==> config.mk <==
export PLATFORM = sky130hd
export DESIGN_NAME = fifo_flag_ctrl
export DESIGN_NICKNAME = d
export VERILOG_FILES = /design/src/rtl/fifo_pkg.sv /design/src/rtl/fifo_ptr.sv /design/src/rtl/fifo_flag_ctrl.sv
export SDC_FILE = /design/constraint.sdc
export NUM_CORES = 1
export LEC_CHECK = 0
export ABC_AREA = 0
export ABC_CLOCK_PERIOD_IN_PS = 3900
export BUFFER_PORTS_ARGS = -buffer_cell sky130_fd_sc_hd__buf_4
export CELL_PAD_IN_SITES_DETAIL_PLACEMENT = 2
export CELL_PAD_IN_SITES_GLOBAL_PLACEMENT = 2
export CORE_AREA = 2 2 65 92
export DETAILED_ROUTE_END_ITERATION = 8
export DIE_AREA = 0 0 67 94
export PLACE_DENSITY_LB_ADDON = 0.25
export SYNTH_ARGS = -nofsm -noshare
export SYNTH_HDL_FRONTEND = slang
export SYNTH_HIERARCHICAL = 1
export SYNTH_SLANG_ARGS = --single-unit
==> constraint.sdc <==
create_clock -name clk -period 3.9 [get_ports clk]
set_input_delay 0.195 -clock clk [delete_from_list [all_inputs] [get_ports clk]]
set_output_delay 0.195 -clock clk [all_outputs]
set_load 0.02 [all_outputs]
==> src/rtl/fifo_pkg.sv <==
// fifo_pkg: shared status type and sizing/threshold helpers for the FIFO controller
package fifo_pkg;
  typedef struct packed {
    logic full;
    logic empty;
    logic almost_full;
    logic almost_empty;
    logic overflow;
    logic underflow;
  } fifo_status_t;
  function automatic int depth_of(input int aw);
    return 1 << aw;
  endfunction
  function automatic int clamp_thresh(input int v, input int depth);
    return v > depth ? depth : v;
  endfunction
endpackage

==> src/rtl/fifo_ptr.sv <==
// fifo_ptr: wrap-around pointer counter with synchronous reset and increment
module fifo_ptr #(
  parameter int W = 5
) (
  input  logic         clk,
  input  logic         rst,
  input  logic         inc,
  output logic [W-1:0] ptr
);
  always_ff @(posedge clk)
    if (rst) ptr <= '0;
    else if (inc) ptr <= ptr + 1'b1;
endmodule

==> src/rtl/fifo_flag_ctrl.sv <==
// fifo_flag_ctrl: pointer, occupancy and status-flag controller for the synchronous FIFO
module fifo_flag_ctrl
  import fifo_pkg::*;
#(
  parameter int ADDR_W     = 4,
  parameter int AF_DEFAULT = 10,
  parameter int AE_DEFAULT = 2
) (
  input  logic              clk,
  input  logic              rst,
  input  logic              wr_req,
  input  logic              rd_req,
  input  logic              thresh_load,
  input  logic [ADDR_W:0]   af_thresh,
  input  logic [ADDR_W:0]   ae_thresh,
  input  logic              err_clr,
  output logic              wr_en,
  output logic              rd_en,
  output logic [ADDR_W-1:0] w_ptr,
  output logic [ADDR_W-1:0] r_ptr,
  output logic [ADDR_W:0]   count,
  output logic              full,
  output logic              empty,
  output logic              almost_full,
  output logic              almost_empty,
  output logic              overflow,
  output logic              underflow
);
  localparam int DEPTH = depth_of(ADDR_W);
  localparam logic [ADDR_W:0] DEPTH_V = (ADDR_W+1)'(DEPTH);
  localparam logic [ADDR_W:0] AF_RST = (ADDR_W+1)'(clamp_thresh(AF_DEFAULT, DEPTH));
  localparam logic [ADDR_W:0] AE_RST = (ADDR_W+1)'(clamp_thresh(AE_DEFAULT, DEPTH));
  logic [ADDR_W:0] wp, rp, count_next, af_reg, ae_reg, af_new, ae_new;
  fifo_status_t st;
  assign wr_en = wr_req & ~st.full & ~rst;
  assign rd_en = rd_req & ~st.empty & ~rst;
  fifo_ptr #(.W(ADDR_W+1)) u_wptr (.clk(clk), .rst(rst), .inc(wr_en), .ptr(wp));
  fifo_ptr #(.W(ADDR_W+1)) u_rptr (.clk(clk), .rst(rst), .inc(rd_en), .ptr(rp));
  assign w_ptr = wp[ADDR_W-1:0];
  assign r_ptr = rp[ADDR_W-1:0];
  // The extra pointer MSB makes the difference span 0..DEPTH, so full and empty stay distinct
  assign count = wp - rp;
  always_comb begin
    count_next = (wr_en & ~rd_en) ? count + 1'b1 : (rd_en & ~wr_en) ? count - 1'b1 : count;
    af_new = (ADDR_W+1)'(clamp_thresh(int'(af_thresh), DEPTH));
    ae_new = (ADDR_W+1)'(clamp_thresh(int'(ae_thresh), DEPTH));
  end
  always_ff @(posedge clk)
    if (rst) begin
      st     <= '{full: 1'b0, empty: 1'b1, almost_full: (AF_RST == '0), almost_empty: 1'b1,
                  overflow: 1'b0, underflow: 1'b0};
      af_reg <= AF_RST;
      ae_reg <= AE_RST;
    end else begin
      st.full         <= count_next == DEPTH_V;
      st.empty        <= count_next == '0;
      st.almost_full  <= count_next >= af_reg;
      st.almost_empty <= count_next <= ae_reg;
      st.overflow     <= (wr_req & st.full) | (st.overflow & ~err_clr);
      st.underflow    <= (rd_req & st.empty) | (st.underflow & ~err_clr);
      if (thresh_load) begin
        af_reg <= af_new;
        ae_reg <= ae_new;
      end
    end
  assign full         = st.full;
  assign empty        = st.empty;
  assign almost_full  = st.almost_full;
  assign almost_empty = st.almost_empty;
  assign overflow     = st.overflow;
  assign underflow    = st.underflow;
endmodule

Word-level counts from Yosys, hierarchy flattened
Index checks and enable logic that the tools add are counted.
W data, S select, Z words.
{"block": "word_totals", "out_inout_bits": 21, "elab_cells": 43, "input_bits": 16, "regBits": 26}
{"block": "classes", "bitwise_logic": 18, "order_cmp": 4, "n_eq_ne": 1, "n_addsub": 5, "muxes": 4, "n_reduce_logical": 1}
{"op": "$mux W5", "count": 4}
{"op": "$add A5 B1 Y5 const B", "count": 3}
{"op": "$and A1 B1 Y1", "count": 10}
{"op": "$gt A5 B5 Y1 const B", "count": 2}
{"op": "$not A1 Y1", "count": 6}
{"op": "$eq A5 B5 Y1 const B", "count": 1}
{"op": "$ge A5 B5 Y1", "count": 1}
{"op": "$le A5 B5 Y1", "count": 1}
{"op": "$logic_not A5 Y1", "count": 1}
{"op": "$sub A5 B1 Y5 const B", "count": 1}
{"op": "$sub A5 B5 Y5", "count": 1}
{"op": "$or A1 B1 Y1", "count": 2}

Logic depth before layout (Yosys ltp)
Gate-level depths: netlist of the first run.
{"block": "logic_depth", "ltp_word": 8, "mapped_depth": 13, "depth_no_buf": 13}

Cells and area by module
The synthesis of the first run kept the hierarchy.
{"module": "fifo_flag_ctrl", "seq_area_each_um2": 320.3, "area_each_um2": 1196.1, "cells_per_inst": 142, "instances": 1}
{"module": "fifo_ptr", "seq_area_each_um2": 100.1, "area_each_um2": 247.7, "cells_per_inst": 22, "instances": 2}

Least setup slack after synthesis of the first run
Ideal clock, no wire load.
{"block": "synth_path", "path_type": "reg-to-reg", "from": "register u_wptr.ptr[0]", "to": "register, netlist name almost_full", "t_arrival_ns": 2.872, "setup_slack_ns": 0.900, "path_buffers": 0, "stages_incl_launch_ff": 13, "synth_period_minus_slack_ns": 3.000, "setup_time_ns": 0.128, "required_ns": 3.772, "cell_sequence": "dfxtp_1 > inv_1 > ha_1 > fa_1 > inv_1 > ha_1 > a22oi_1 > xnor2_1 > ha_1 > a21o_1 > a21o_1 > a21oi_1 > nor2_1"}
{"block": "synth_between", "elab_chain_cells": 5, "elab_cells_between_ends": 6, "classes_between": "3 x add/sub; 1 x order compare; 2 x mux"}
{"item": "from (decl)", "line_no": "fifo_ptr.sv:8", "rtl": "output logic [W-1:0] ptr"}
{"item": "from (signal assigned)", "line_no": "fifo_ptr.sv:12", "rtl": "else if (inc) ptr <= ptr + 1'b1;"}
{"item": "$sub A5 B5 Y5 (*)", "line_no": "fifo_flag_ctrl.sv:42", "rtl": "assign count = wp - rp;"}
{"item": "net count[1]", "line_no": "fifo_flag_ctrl.sv:21", "rtl": "output logic [ADDR_W:0] count,"}
{"item": "$sub A5 B1 Y5", "line_no": "fifo_flag_ctrl.sv:44", "rtl": "count_next = (wr_en & ~rd_en) ? count + 1'b1 : (rd_en & ~wr_en) ? count - 1'b1 : count;"}
{"item": "$mux W5", "line_no": "fifo_flag_ctrl.sv:44"}
{"item": "$mux W5 (*)", "line_no": "fifo_flag_ctrl.sv:44"}
{"item": "$ge A5 B5 Y1 (*)", "line_no": "fifo_flag_ctrl.sv:57", "rtl": "st.almost_full <= count_next >= af_reg;"}
Mark *: on every way through the listed nets, which the timed path passes. The rest lies on a longest branch.
A chain may end at the register's enable or synchronous reset.

Final worst setup path of the first run
{"block": "layout_path", "from": "register u_wptr.ptr[0]", "to": "register, netlist name almost_empty"}
{"block": "layout_between", "elab_chain_cells": 5, "elab_cells_between_ends": 6, "classes_between": "3 x add/sub; 1 x order compare; 2 x mux"}
{"item": "$sub A5 B5 Y5 (*)", "line_no": "fifo_flag_ctrl.sv:42"}
{"item": "$sub A5 B1 Y5", "line_no": "fifo_flag_ctrl.sv:44"}
{"item": "$mux W5", "line_no": "fifo_flag_ctrl.sv:44"}
{"item": "$mux W5 (*)", "line_no": "fifo_flag_ctrl.sv:44"}
{"item": "$le A5 B5 Y1 (*)", "line_no": "fifo_flag_ctrl.sv:58", "rtl": "st.almost_empty <= count_next <= ae_reg;"}
Every way passes the cells marked *; elsewhere a longest branch is shown, timed or not.

==> results of run 1 <==
-- worst max-delay path by stage --
stage               slack (ns)           end     startpoint
floorplan                 0.90   almost_full  u_wptr/ptr[0]
detailed placement        0.71  almost_empty  u_wptr/ptr[0]
finish                    0.73  almost_empty  u_wptr/ptr[0]
global route              0.51  almost_empty  u_wptr/ptr[0]
global placement          0.83   almost_full  u_wptr/ptr[0]
CTS                       0.67  almost_empty  u_wptr/ptr[0]
-- metrics by stage --
stage               setup WS [ns]  area [um2]
finish                      0.729        2070
floorplan                   0.900        1690
global placement            0.829        2010
CTS                         0.669        2070
detailed placement          0.707        2010
global route                0.508        2070
-- cell families (layout without fill, tap and decap cells) --
group,count (synthesis),in the layout,share of synthesized area
AOI/OAI and AO/OA,33,33,0.141
adders and majority gates,19,19,0.145
DFF,26,26,0.308
xor gates and xnor gates,10,10,0.0607
and+or+nand+nor,63,63,0.209
buffers and inverters,25,60,0.0651
muxes,10,10,0.0710
-- layer usage --
metal	wire length (um)	global-route usage	share of wire
met5	0	0	0
met3	142	0.0180	0.032
met1	1770	0.172	0.39
met4	48	0.0459	0.011
met2	2520	0.292	0.56
-- cells in the final DEF (no fill, tap or decap), types with 2 or more instances in the layout --
cell type,synthesis,final
nor3_1,2,2
dfxtp_1,26,26
a22oi_1,5,5
a21oi_1,10,10
buf_4,0,36
nand3_1,3,3
o221ai_1,3,3
xnor2_1,7,7
o21ai_0,2,2
nand3b_1,2,2
nand2_1,9,9
mux2i_1,6,6
mux2_4,4,4
ha_1,18,18
xor2_2,2,2
nand4_2,4,4
a21bo_1,2,2
a21o_1,4,4
inv_1,19,19
nand2b_1,4,4
nor2b_1,8,8
nor2_1,25,25
clkbuf_8,0,4
-- where the power goes --
group	leakage, nW	internal [W]	switching, W
Combinational	0.756	0.000106	0.000140
Sequential	0.213	0.000283	0.0000124
Clock	0.0288	0.0000907	0.0000954
-- cell usage after synthesis (2+ instances only) --
cell       n
a21bo_1    2
a21o_1     4
a21oi_1   10
a22oi_1    5
buf_6      2
clkbuf_1   2
dfxtp_1   26
ha_1      18
inv_1     19
mux2_4     4
mux2i_1    6
nand2_1    9
nand2b_1   4
nand3_1    3
nand3b_1   2
nand4_2    4
nor2_1    25
nor2b_1    8
nor3_1     2
o21ai_0    2
o221ai_1   3
xnor2_1    7
xor2_2     2
-- critical path, stage by stage, from the launching register on --
cell and delay [ns]:
dfxtp_1 0.44, inv_1 0.07, ha_1 0.23, fa_1 0.62
ha_1 0.31, a211o_1 0.28, nand2_1 0.13, ha_1 0.26
nor2b_1 0.14, o21ai_0 0.15, nand2b_1 0.08, a21oi_1 0.15
nor2b_1 0.07, o221ai_1 0.17
-- layout make-up --
class / instances / area (um2) / share of cell area
multi-input combinational: 135 / 1060 / 0.513
sequential: 26 / 520 / 0.252
timing repair buffer: 36 / 270 / 0.131
tap: 68 / 85.1 / 0.0412
inverter: 20 / 75.1 / 0.0363
clock buffer: 4 / 55.1 / 0.0266
==> flow_summary.yaml, run 1 <==
clock_network:
  clk_pin_slew_ns: 0.10
  clock_latency_ns: 0.28
  cts.sinks: 26
  clock_path_buffers: 2
  post_cts_buffers: 0
  cts_resized: 0
  hold_buffers: 0
  cts_inserted_buffers: 3
  htreeDepth: 1
  clockRootBuffer: "clkbuf_8"
  cts_tree: "yes"
logic_synthesis:
  synth_top_area_frac: 0.308
  seq_area_frac_synth: 0.308
  syn-instance-count: 186
  ys_ff_latch: 26
  synth_nets: 221
  synth_cell_types: 40
  synthTopCellsByArea: "dfxtp_1 (31%), ha_1 (13%), nor2_1 (5.5%)"
  ys_warn_count: 6
  avgSynthCellArea_um2: 9.09
  ys.flop_type: "dfxtp_1"
  synth_edf_count: 0
  ys_async_sr_fraction: 0
  yosysTopAreaCell: "dfxtp_1"
  synth_area_um2: 1690
power:
  powerDensity_nw_per_um2: 352
  leakagePower_nw: 0.997
  vdd_drop_max_v: 0.000142
  finalPower_w: 0.000727
setup_path:
  path_class: "reg2reg"
  rrSetupSlack_ns: 0.73
  crit_path_start_kind: "register"
  critPathMaxFanout: 5
  r2r_start: "u_wptr/ptr[0]"
  cp.required_ns: 4.10
  endpoint_kind: "register"
  cp_data_arrival_time_ns: 3.37
  reg2reg_to: "almost_empty"
  ff2ff_path_depth: 13
sta:
  skew_ns: 0.00330
  final_hold_viol_count: 0
  drv_slew: 0
  setup_viol_count_final: 0
  fin_crit_sh: 0.813
  maxSlewHeadroom: 0.581
  rsz0062_at_grt: "no"
  post-route-min-period_ns: 3.17
  fmax_mhz: 315
  hold-worst-slack_ns: 0.132
  fin_tns_setup_ns: 0
  tightestPinTransition_ns: 0.626
routing:
  wl_per_cell_um: 15.5
  drtIter0Drc: 35
  via_per_inst: 4.97
  drt_first_pass_iters: 3
  dr_total_vias: 1435
  drc_errors: 0
  antenna_left: 0
  wl_um: 4480
placement:
  place_congestion: 0.847
  place_hpwl_um: 3530
  dpl.cell_count: 285
  io_buffers: 36
global_routing:
  globalRouteTotalUtil: 0.154
  first_global_vias: 1554
  grt_max_degree: 33
  antenna_found_initial: 0
  grt_pass1_wl_um: 7320
  grt-ovfl-total: 0
final_layout:
  drive_above_1_share: 0.258
  syn_to_final_growth_pct: 22.2
  finalNetCount: 257
  instances_no_fill: 289
  post-route-util: 0.380
  fillers: 686
  antenna_cells: 0
flow_run:
  maxCapViolCount: 0
run_status:
  status: "finished, final reports clean"
worst_hold_path:
  min_path_type: "in2reg"
  holdCritStartpoint: "ae_thresh[1]"
  min_to: "ae_reg[1]"
  holdPathStages: 2
die:
  die_w_um: 67
  rows: 32
  die_h_um: 94
  start_util: 0.311
  core-area_um2: 5450
  dieArea_um2: 6300
  ios: 37
Note: power is estimated with default switching activity, not from simulation.
==> run 2, diff against run 1 <==
Settings changed: ABC_CLOCK_PERIOD_IN_PS 3900 to 2700, CORE_AREA 2 2 65 92 to 2 2 68 96, DIE_AREA 0 0 67 94 to 0 0 70 98.
Clock period 3.9 ns to 2.7 ns, I/O delays scaled along.
==> run 2 against run 1 <==
Compared with the run above:
- the run now ends with negative setup slack left
- register-to-register slack got worse by 0.76 ns
- final cell count is 8.7% higher
- via count increased by 7.3%
- first-iteration DRC count shrank 20%
- clock power is 60% higher
- flip-flop and latch count stayed put
- critical endpoint is now almost_full
- highest routed layer unchanged
- clock-buffer cell count is the same
- sequential power up 43%
- non-clock buffer count rose by 21
==> flow_summary.yaml, run 2 (synthesized netlist as in run 1, its figures left out) <==
final_layout:
  drive_above_1_share: 0.393
  multi_input_area_um2: 1150
  final_common_cell: "buf_4"
  fillers: 706
  layout_common_cells: "buf_4 (57), nor2_1 (25), dfxtp_1 (23)"
  finalNetCount: 278
  antenna_cells: 0
  syn_to_final_growth_pct: 38.2
  seq_area_um2: 527
  finish.instance_area_um2: 2340
global_routing:
  grt_max_degree: 18
  grt_pass1_wl_um: 7940
  first_global_vias: 1702
  globalRouteTotalUtil: 0.143
  grt-ovfl-total: 0
  antenna_found_initial: 0
die:
  ios: 37
  die_w_um: 70
  core-area_um2: 6040
  rows: 34
  die_h_um: 98
  dieArea_um2: 6860
  start_util: 0.280
sta:
  final_hold_viol_count: 0
  fin_crit_sh: 1.01
  drv_slew: 0
  fmax_mhz: 366
  skew_ns: 0.00306
  tightestPinTransition_ns: 0.632
  maxSlewHeadroom: 0.577
  rsz0062_at_grt: "yes"
  fin_ws_ns: -0.0349
  fin_tns_setup_ns: -0.0349
  setup_viol_count_final: 1
  post-route-min-period_ns: 2.73
clock_network:
  cts_inserted_buffers: 3
  cts.sinks: 26
  htreeDepth: 1
  cts_tree: "yes"
  clock_latency_ns: 0.27
  clock_path_buffers: 2
  clockRootBuffer: "clkbuf_8"
  clk_pin_slew_ns: 0.10
setup_path:
  critPathMaxFanout: 3
  cpMaxStageDelayCell: "fa_2"
  reg2reg_to: "almost_full"
  path_class: "reg2reg"
  slowest_delay_ns: 0.57
  r2r_start: "u_wptr/ptr[0]"
  cp_data_arrival_time_ns: 2.90
  path_cells: "inv_2 -> ha_4 -> fa_2 -> ha_4 -> a211o_1 -> nand2_4 -> ha_4 -> a21o_1 -> a21o_1 -> a21o_1 -> a21oi_2 -> nor2_1"
  ff2ff_path_depth: 12
  rrSetupSlack_ns: -0.03
  startpoint: "u_wptr/ptr[0]"
  cp.required_ns: 2.87
  endpoint: "almost_full"
  crit_path_start_kind: "register"
  endpoint_kind: "register"
routing:
  wl_um: 4850
  drc_errors: 0
  via_per_inst: 4.90
  wl_per_cell_um: 15.4
  drtIter0Drc: 28
  dr_total_vias: 1540
  drt_first_pass_iters: 3
  antenna_left: 0
placement:
  place_congestion: 0.736
  place_area_um2: 2210
  io_buffers: 36
  place_hpwl_um: 3900
power:
  finalPower_w: 0.00117
  leakagePower_nw: 1.12
  powerDensity_nw_per_um2: 499
  vdd_drop_max_v: 0.000182
run_status:
  status: "complete, but fails checks"
  violations: "negative setup slack"
worst_hold_path:
  min_path_type: "in2reg"
flow_run:
  maxCapViolCount: 0
-- run 2: cell types whose count changed in the layout (fill, tap and decap cells not counted), moves of 2 or more --
| cell | previous run | this run |
|---|---|---|
| buf_4 | 36 | 57 |
| ha_1 | 18 | 13 |
| ha_4 | 0 | 4 |
| dfxtp_1 | 26 | 23 |
| a21oi_1 | 10 | 8 |
| a21oi_2 | 0 | 2 |
| dfxtp_2 | 0 | 2 |
| inv_1 | 19 | 17 |
| inv_2 | 1 | 3 |
| xnor2_1 | 7 | 5 |
| xnor2_2 | 0 | 2 |
-- run 2: critical path: cells and delay by family (launching register included) --
| kind | cells | cell delay (ns) |
|---|---|---|
| compound gates | 5 | 0.94 |
| fa+ha+maj | 4 | 1.13 |
| buf+inv | 1 | 0.04 |
| flops | 1 | 0.36 |
| simple gates | 2 | 0.15 |
-- run 2: how the worst min path moves through the flow --
stage / startpoint / endpoint / slack (ns) / cells past startpoint
floorplan: rst / u_wptr/ptr[0] / 0.20 / 1
global placement: ae_thresh[1] / ae_reg[1] / 0.36 / 2
detailed placement: ae_thresh[1] / ae_reg[1] / 0.37 / 2
CTS: ae_thresh[1] / ae_reg[1] / 0.08 / 2
global route: ae_thresh[1] / ae_reg[1] / 0.09 / 2
finish: ae_thresh[1] / ae_reg[1] / 0.08 / 2
-- run 2: power breakdown --
group / total (W) / switching, W / internal [W] / leakage (nW)
combinational: 0.000447 / 0.000236 / 0.000210 / 0.875
sequential: 0.000423 / 0.0000139 / 0.000409 / 0.214
clock: 0.000297 / 0.000136 / 0.000161 / 0.0339
total: 0.00117 / 0.000386 / 0.000781 / 1.12
-- run 2: through the flow --
step	cells	utilization	setup slack, ns	hold slack [ns]
after floorplan	186	-	-0.0697	0.198
after global placement	309	0.365	-0.0615	0.362
after detailed placement	309	0.365	-0.145	0.368
after CTS	314	0.386	-0.0672	0.0798
after global routing	314	0.387	-0.126	0.0910
final	314	0.387	-0.0349	0.0838
-- run 2: what timing repair did --
| action | in CTS | in global routing |
|---|---|---|
| hold buffers | 0 | 0 |
| buffers inserted | 1 | 0 |
| setup endpoints to repair | 2 | 3 |
| resized for setup | 7 | 2 |
| pin swaps | 11 | 1 |
-- run 2: layer usage --
layer  vias to the layer above  part of all wire  GRT usage
met4                         0            0.0066     0.0311
met1                       767              0.38      0.153
li1                        744                 -          -
met2                        27              0.58      0.291
met5                         -                 0          0
met3                         2             0.030     0.0186
-- run 2: layout make-up --
| class | count | area share |
|---|---|---|
| flip-flops and latches | 26 | 0.225 |
| inverters | 20 | 0.0321 |
| clock buffers | 4 | 0.0284 |
| well taps | 72 | 0.0385 |
| repair buffers | 57 | 0.183 |
| multi-input cells | 135 | 0.493 |
